## config.mk

```make
export PLATFORM = sky130hd
export DESIGN_NAME = bist_adder_engine
export DESIGN_NICKNAME = d
export VERILOG_FILES = /design/src/rtl/bist_adder_engine.sv
export SDC_FILE = /design/constraint.sdc
export NUM_CORES = 1
export LEC_CHECK = 0
export ABC_AREA = 1
export CORE_ASPECT_RATIO = 1.75
export CORE_UTILIZATION = 30
export CTS_BUF_LIST = sky130_fd_sc_hd__clkbuf_8
export DETAILED_ROUTE_END_ITERATION = 7
export PLACE_DENSITY = 0.59
export SKIP_CTS_REPAIR_TIMING = 1
export SLEW_MARGIN = 40
export SYNTH_ARGS = -nofsm -noshare
export SYNTH_HDL_FRONTEND = slang
export SYNTH_SLANG_ARGS = --single-unit
```

## constraint.sdc

```tcl
create_clock -name clk -period 4.7 [get_ports clk]
set_clock_uncertainty 0.15 [all_clocks]
set_input_delay 1.175 -clock clk [delete_from_list [all_inputs] [get_ports clk]]
set_output_delay 1.175 -clock clk [all_outputs]
set_load 0.01 [all_outputs]
```

## src/rtl/bist_adder_engine.sv

```systemverilog
`default_nettype none
// ============================================================================
// Module   : bist_adder_engine
// Brief    : LFSR-driven BIST of a ripple-carry adder with stuck-at fault
//            injection and MISR signature compaction.
// Revision : 1.0 - initial release
// ============================================================================
module bist_adder_engine #(
   parameter int               WIDTH        = 4,
   parameter int               NUM_PATTERNS = 32,
   parameter logic [2*WIDTH:0] LFSR_TAPS    = 9'h110,
   parameter logic [2*WIDTH:0] LFSR_SEED    = 9'h001,
   parameter logic [WIDTH:0]   MISR_POLY    = 5'h05
) (
   input  logic             clk,
   input  logic             rst,
   input  logic             start,
   input  logic             fault_en,
   input  logic [1:0]       fault_cls,
   input  logic [7:0]       fault_idx,
   input  logic             fault_val,
   input  logic [WIDTH:0]   golden_sig,
   output logic             busy,
   output logic             done,
   output logic             pass,
   output logic [WIDTH:0]   signature,
   output logic [15:0]      pattern_cnt
);

   localparam logic [15:0] c_last_cnt = 16'(NUM_PATTERNS - 1);
   localparam logic [7:0]  c_width    = 8'(WIDTH);

   typedef enum logic [1:0] {
      S_IDLE    = 2'd0,
      S_LOAD    = 2'd1,
      S_RUN     = 2'd2,
      S_COMPARE = 2'd3
   } state_t;

   state_t           r_state;
   state_t           w_next;

   logic [2*WIDTH:0] r_lfsr;
   logic [WIDTH:0]   r_sig;
   logic [15:0]      r_cnt;
   logic             r_pass;
   logic             r_done;
   logic             r_fen;
   logic [1:0]       r_fcls;
   logic [7:0]       r_fidx;
   logic             r_fval;

   logic             w_hit;
   logic [WIDTH-1:0] w_sum;
   logic             w_cout;
   logic [WIDTH:0]   w_sig_next;
   logic [2*WIDTH:0] w_lfsr_next;

   always_ff @(posedge clk) begin
      if (rst) r_state <= S_IDLE;
      else     r_state <= w_next;
   end

   always_comb begin
      w_next = r_state;
      case (r_state)
         S_IDLE:    if (start) w_next = S_LOAD;
         S_LOAD:    w_next = S_RUN;
         S_RUN:     if (r_cnt == c_last_cnt) w_next = S_COMPARE;
         S_COMPARE: w_next = S_IDLE;
         default:   w_next = S_IDLE;
      endcase
   end

   // Out-of-range indices simply never match a bit position.
   assign w_hit = r_fen && (r_fidx < c_width);

   always_comb begin : p_cut
      logic c;
      logic ai;
      logic bi;
      logic si;
      w_sum  = '0;
      w_cout = 1'b0;
      c      = r_lfsr[2*WIDTH];
      for (int i = 0; i < WIDTH; i++) begin
         ai = r_lfsr[i];
         bi = r_lfsr[WIDTH+i];
         if (w_hit && r_fidx == 8'(i) && r_fcls == 2'd0) ai = r_fval;
         if (w_hit && r_fidx == 8'(i) && r_fcls == 2'd1) bi = r_fval;
         si = ai ^ bi ^ c;
         c  = (ai & bi) | (c & (ai ^ bi));
         if (w_hit && r_fidx == 8'(i) && r_fcls == 2'd2) si = r_fval;
         if (w_hit && r_fidx == 8'(i) && r_fcls == 2'd3) c  = r_fval;
         w_sum[i] = si;
      end
      w_cout = c;
   end

   assign w_sig_next  = {r_sig[WIDTH-1:0], 1'b0}
                      ^ (r_sig[WIDTH] ? MISR_POLY : '0)
                      ^ {w_cout, w_sum};
   assign w_lfsr_next = {r_lfsr[2*WIDTH-1:0], ^(r_lfsr & LFSR_TAPS)};

   always_ff @(posedge clk) begin
      if (rst) begin
         r_lfsr <= LFSR_SEED;
         r_sig  <= '0;
         r_cnt  <= '0;
         r_pass <= 1'b0;
         r_done <= 1'b0;
         r_fen  <= 1'b0;
         r_fcls <= '0;
         r_fidx <= '0;
         r_fval <= 1'b0;
      end else begin
         r_done <= (r_state == S_COMPARE);
         case (r_state)
            S_LOAD: begin
               r_lfsr <= LFSR_SEED;
               r_sig  <= '0;
               r_cnt  <= '0;
               r_pass <= 1'b0;
               r_fen  <= fault_en;
               r_fcls <= fault_cls;
               r_fidx <= fault_idx;
               r_fval <= fault_val;
            end
            S_RUN: begin
               r_sig  <= w_sig_next;
               r_lfsr <= w_lfsr_next;
               r_cnt  <= r_cnt + 16'd1;
            end
            S_COMPARE: r_pass <= (r_sig == golden_sig);
            default: ;
         endcase
      end
   end

   assign busy        = (r_state != S_IDLE);
   assign done        = r_done;
   assign pass        = r_pass;
   assign signature   = r_sig;
   assign pattern_cnt = r_cnt;

endmodule
`default_nettype wire

```

==> impl_results.md <==
- Crit Path Class: flop to flop
- Largest net degree at the start of global routing: 21
- CTS max path bufs: 2
- Critical-path maximum fanout: 13
- Die width: around 71 um
- Worst-path cell chain: nor2_1, nand2_1, nor2_4, nand2_1, o21ai_0, o31ai_1, fa_1, o21ai_0, o31ai_1, fa_1, o21ai_0, o31ai_1, fa_1, mux2i_1, fa_1, nand2_1, nand2_1, nand2_1, nand3_1, a21oi_1
- Worst stage delay on the critical path: between 0.4 and 0.5 ns
- Total Routing Usage GR: 0.164
- TritonCTS sink count: 46
- Hold EP: r_fen
- Path depth of the worst reg2reg path: 20
- Most instantiated cells after synthesis: nand2_1, dfxtp_1, inv_1
- Critical path arrival: 4.11 ns
- Initial antenna violation count: 0
- Row count: 43
- #FFs+latches synth: 46
- RSZ-0062 raised after global routing: no
- Avg WL per Cell: approximately 14 um
- Layout Cells excl Fill: roughly 480
- Antenna cells: 0
- Drt pass-1 iters: 6
- Status: finished, final reports clean
- Minimum clock period: 4.04 ns
- Hold-critical path depth: 2
- Vias in the first global route: 2333
- CP max-delay cell: fa_1
- Hpwl dp: 5210 um
- Root buffer cell: clkbuf_8
- First-pass GRT wire length: 10900 um
- Pwr dens: 395 nW/um2
- Core Util, Final: 0.390
- Worst slew margin: 0.492
- Share of the synthesized area in the top cell type: 0.369
- Routability-driven placement congestion ratio: 0.894
- Synthesized cell area: 2490 um2
- Maximum vdd ir drop: slightly below 0.3 mV
- GR Overflow Total: 0
- Endpoint required time on the critical path: roughly 4.8 ns
- Synth cell types: 35
- Syn Nets: 373
- Register area share after synthesis: 0.369
- Routed Antenna Nets: 0
- Area of the multi-input gates: between 1000 and 1500 um2
- Fin nets: roughly 420
- CTS buffer count: 5
- Vias per cell: ~5
- Most numerous cell in the Yosys netlist: nand2_1
- Post-route DRC: 0
- Synth Warn #: 0
- Share of cells above drive strength 1: 0.0570
- Setup Viol. Count Final: 0
- Fmax: 0.247 GHz
- Fin. Hold Viols: 0
- H-tree Lvls: 2
- Gate Count Post-Synth: about 340
- R2r startpoint: r_fidx[2]
- Top cells by area, synth: dfxtp_1, nand2_1, a21oi_1, inv_1, nor2_1
- Vias: roughly 2400
- Number of buffers added on ports: 43
- Die area: just under 9000 um2
- Die height: 123 um
- Layout fillers: approximately 850
- RR Endpoint: signature[3]
- Starting density of the core: 0.313
- Drt total wl: between 6000 and 7000 um
- Clk Latency, worst-skew pair: roughly 0.31 ns
- Most used DFF post-synth: dfxtp_1
- Register area: about 920 um2
- Clock transition at path regs: 0.09 ns
- Io pins: 44
- CTS tree: built
- Final period util: 0.860
- Placed cells: approximately 470
- Crit start category: flop
- Synthesis-to-layout area growth: 24.5%
- Leading area contributor after synthesis: dfxtp_1
- Syn Area/Cell: between 7 and 8 um2
- Design Power: ~1.2 mW
- P_leak: 1.27 nW
- Pins Over Slew Limit: 0
- Worst Tran Pin Value: around 0.76 ns
- Initial drt markers: 95
- EDFF count, synth: 0
- Min-delay src: r_fen
- Worst Setup End Kind: flop
- Async set-or-reset flop fraction in the synthesized netlist: 0
- HP Class: flop to flop
- Crit path top cell by count: nand2_1
- Max_cap viols: 0
- Core area: between 7000 and 8000 um2
- Reg2Reg Setup Slack: roughly 0.66 ns
- Total Neg Setup Slack: 0 ns
## worst max-delay path by stage
stage,from,endpoint,cells after the start
final,r_fidx[2],signature[3],20
after global routing,r_fidx[4],signature[3],20
after CTS,r_fen,signature[3],21
after detailed placement,r_fen,signature[3],21
after global placement,r_fen,signature[3],20
after floorplan,r_fidx[4],signature[3],21
## power breakdown
group	switching, mW	internal [mW]	leakage, nW
logic	0.300	0.130	0.834
registers	0.0464	0.449	0.374
clock network	0.144	0.157	0.0579
## critical path, delay by kind of cell (launching register included)
family	cells	cell delay, ns
flip-flops	1	0.32
adder cells (fa/ha/maj)	4	1.56
AND/OR/NAND/NOR	8	0.89
multiplexers	1	0.16
AO/OA/AOI/OAI	7	0.88
## cell usage in the layout (no fill, tap or decap), types with 5 or more instances in the layout
cell / n
nand2_1: 67
xnor2_1: 5
ha_1: 6
nand3_1: 21
nor3_1: 6
nor2_1: 35
nand4_1: 8
a21oi_1: 35
inv_1: 40
dfxtp_1: 46
o31ai_1: 9
clkbuf_8: 5
clkdlybuf4s50_1: 43
o21ai_0: 25
## metal layers
metal | share of wire | track usage
met5 | 0 | 0
met4 | 0.038 | 0.0875
met3 | 0.031 | 0.0246
met2 | 0.57 | 0.330
met1 | 0.36 | 0.154
## sequential cells by signal, indices dropped and copies added, names as in the netlist
signal       cells
pattern_cnt     16
r_lfsr           9
r_fidx           8
signature        5
r_fcls           2
r_state          2
done             1
pass             1
r_fen            1
r_fval           1
## per-stage QoR
step | setup WS (ns) | hold WS (ns) | area, um2
finish | 0.658 | 0.313 | 3100
global route | 0.142 | 0.351 | 3100
CTS | 0.520 | 0.319 | 3100
detailed placement | 0.555 | 0.306 | 2990
global placement | 0.736 | 0.296 | 2990
floorplan | 1.04 | 0.284 | 2490
## cell families (layout without fill, tap and decap cells)
group	count (synthesis)	after routing	share of synthesized area
AO/OA/AOI/OAI	76	76	0.169
XOR/XNOR	8	8	0.0281
adder cells (fa/ha/maj)	10	10	0.0622
buffers and inverters	52	95	0.0858
flip-flops	46	46	0.369
multiplexers	1	1	0.00402
AND/OR/NAND/NOR	150	150	0.281
## layout make-up
cell class | count | area share
Inverter | 43 | 0.0520
Clock buffer | 5 | 0.0222
Clock inverter | 3 | 0.0129
Sequential cell | 46 | 0.297
Tap cell | 90 | 0.0363
Timing Repair Buffer | 44 | 0.141
Multi-Input combinational cell | 245 | 0.439
(Power assumes the default switching activity.)
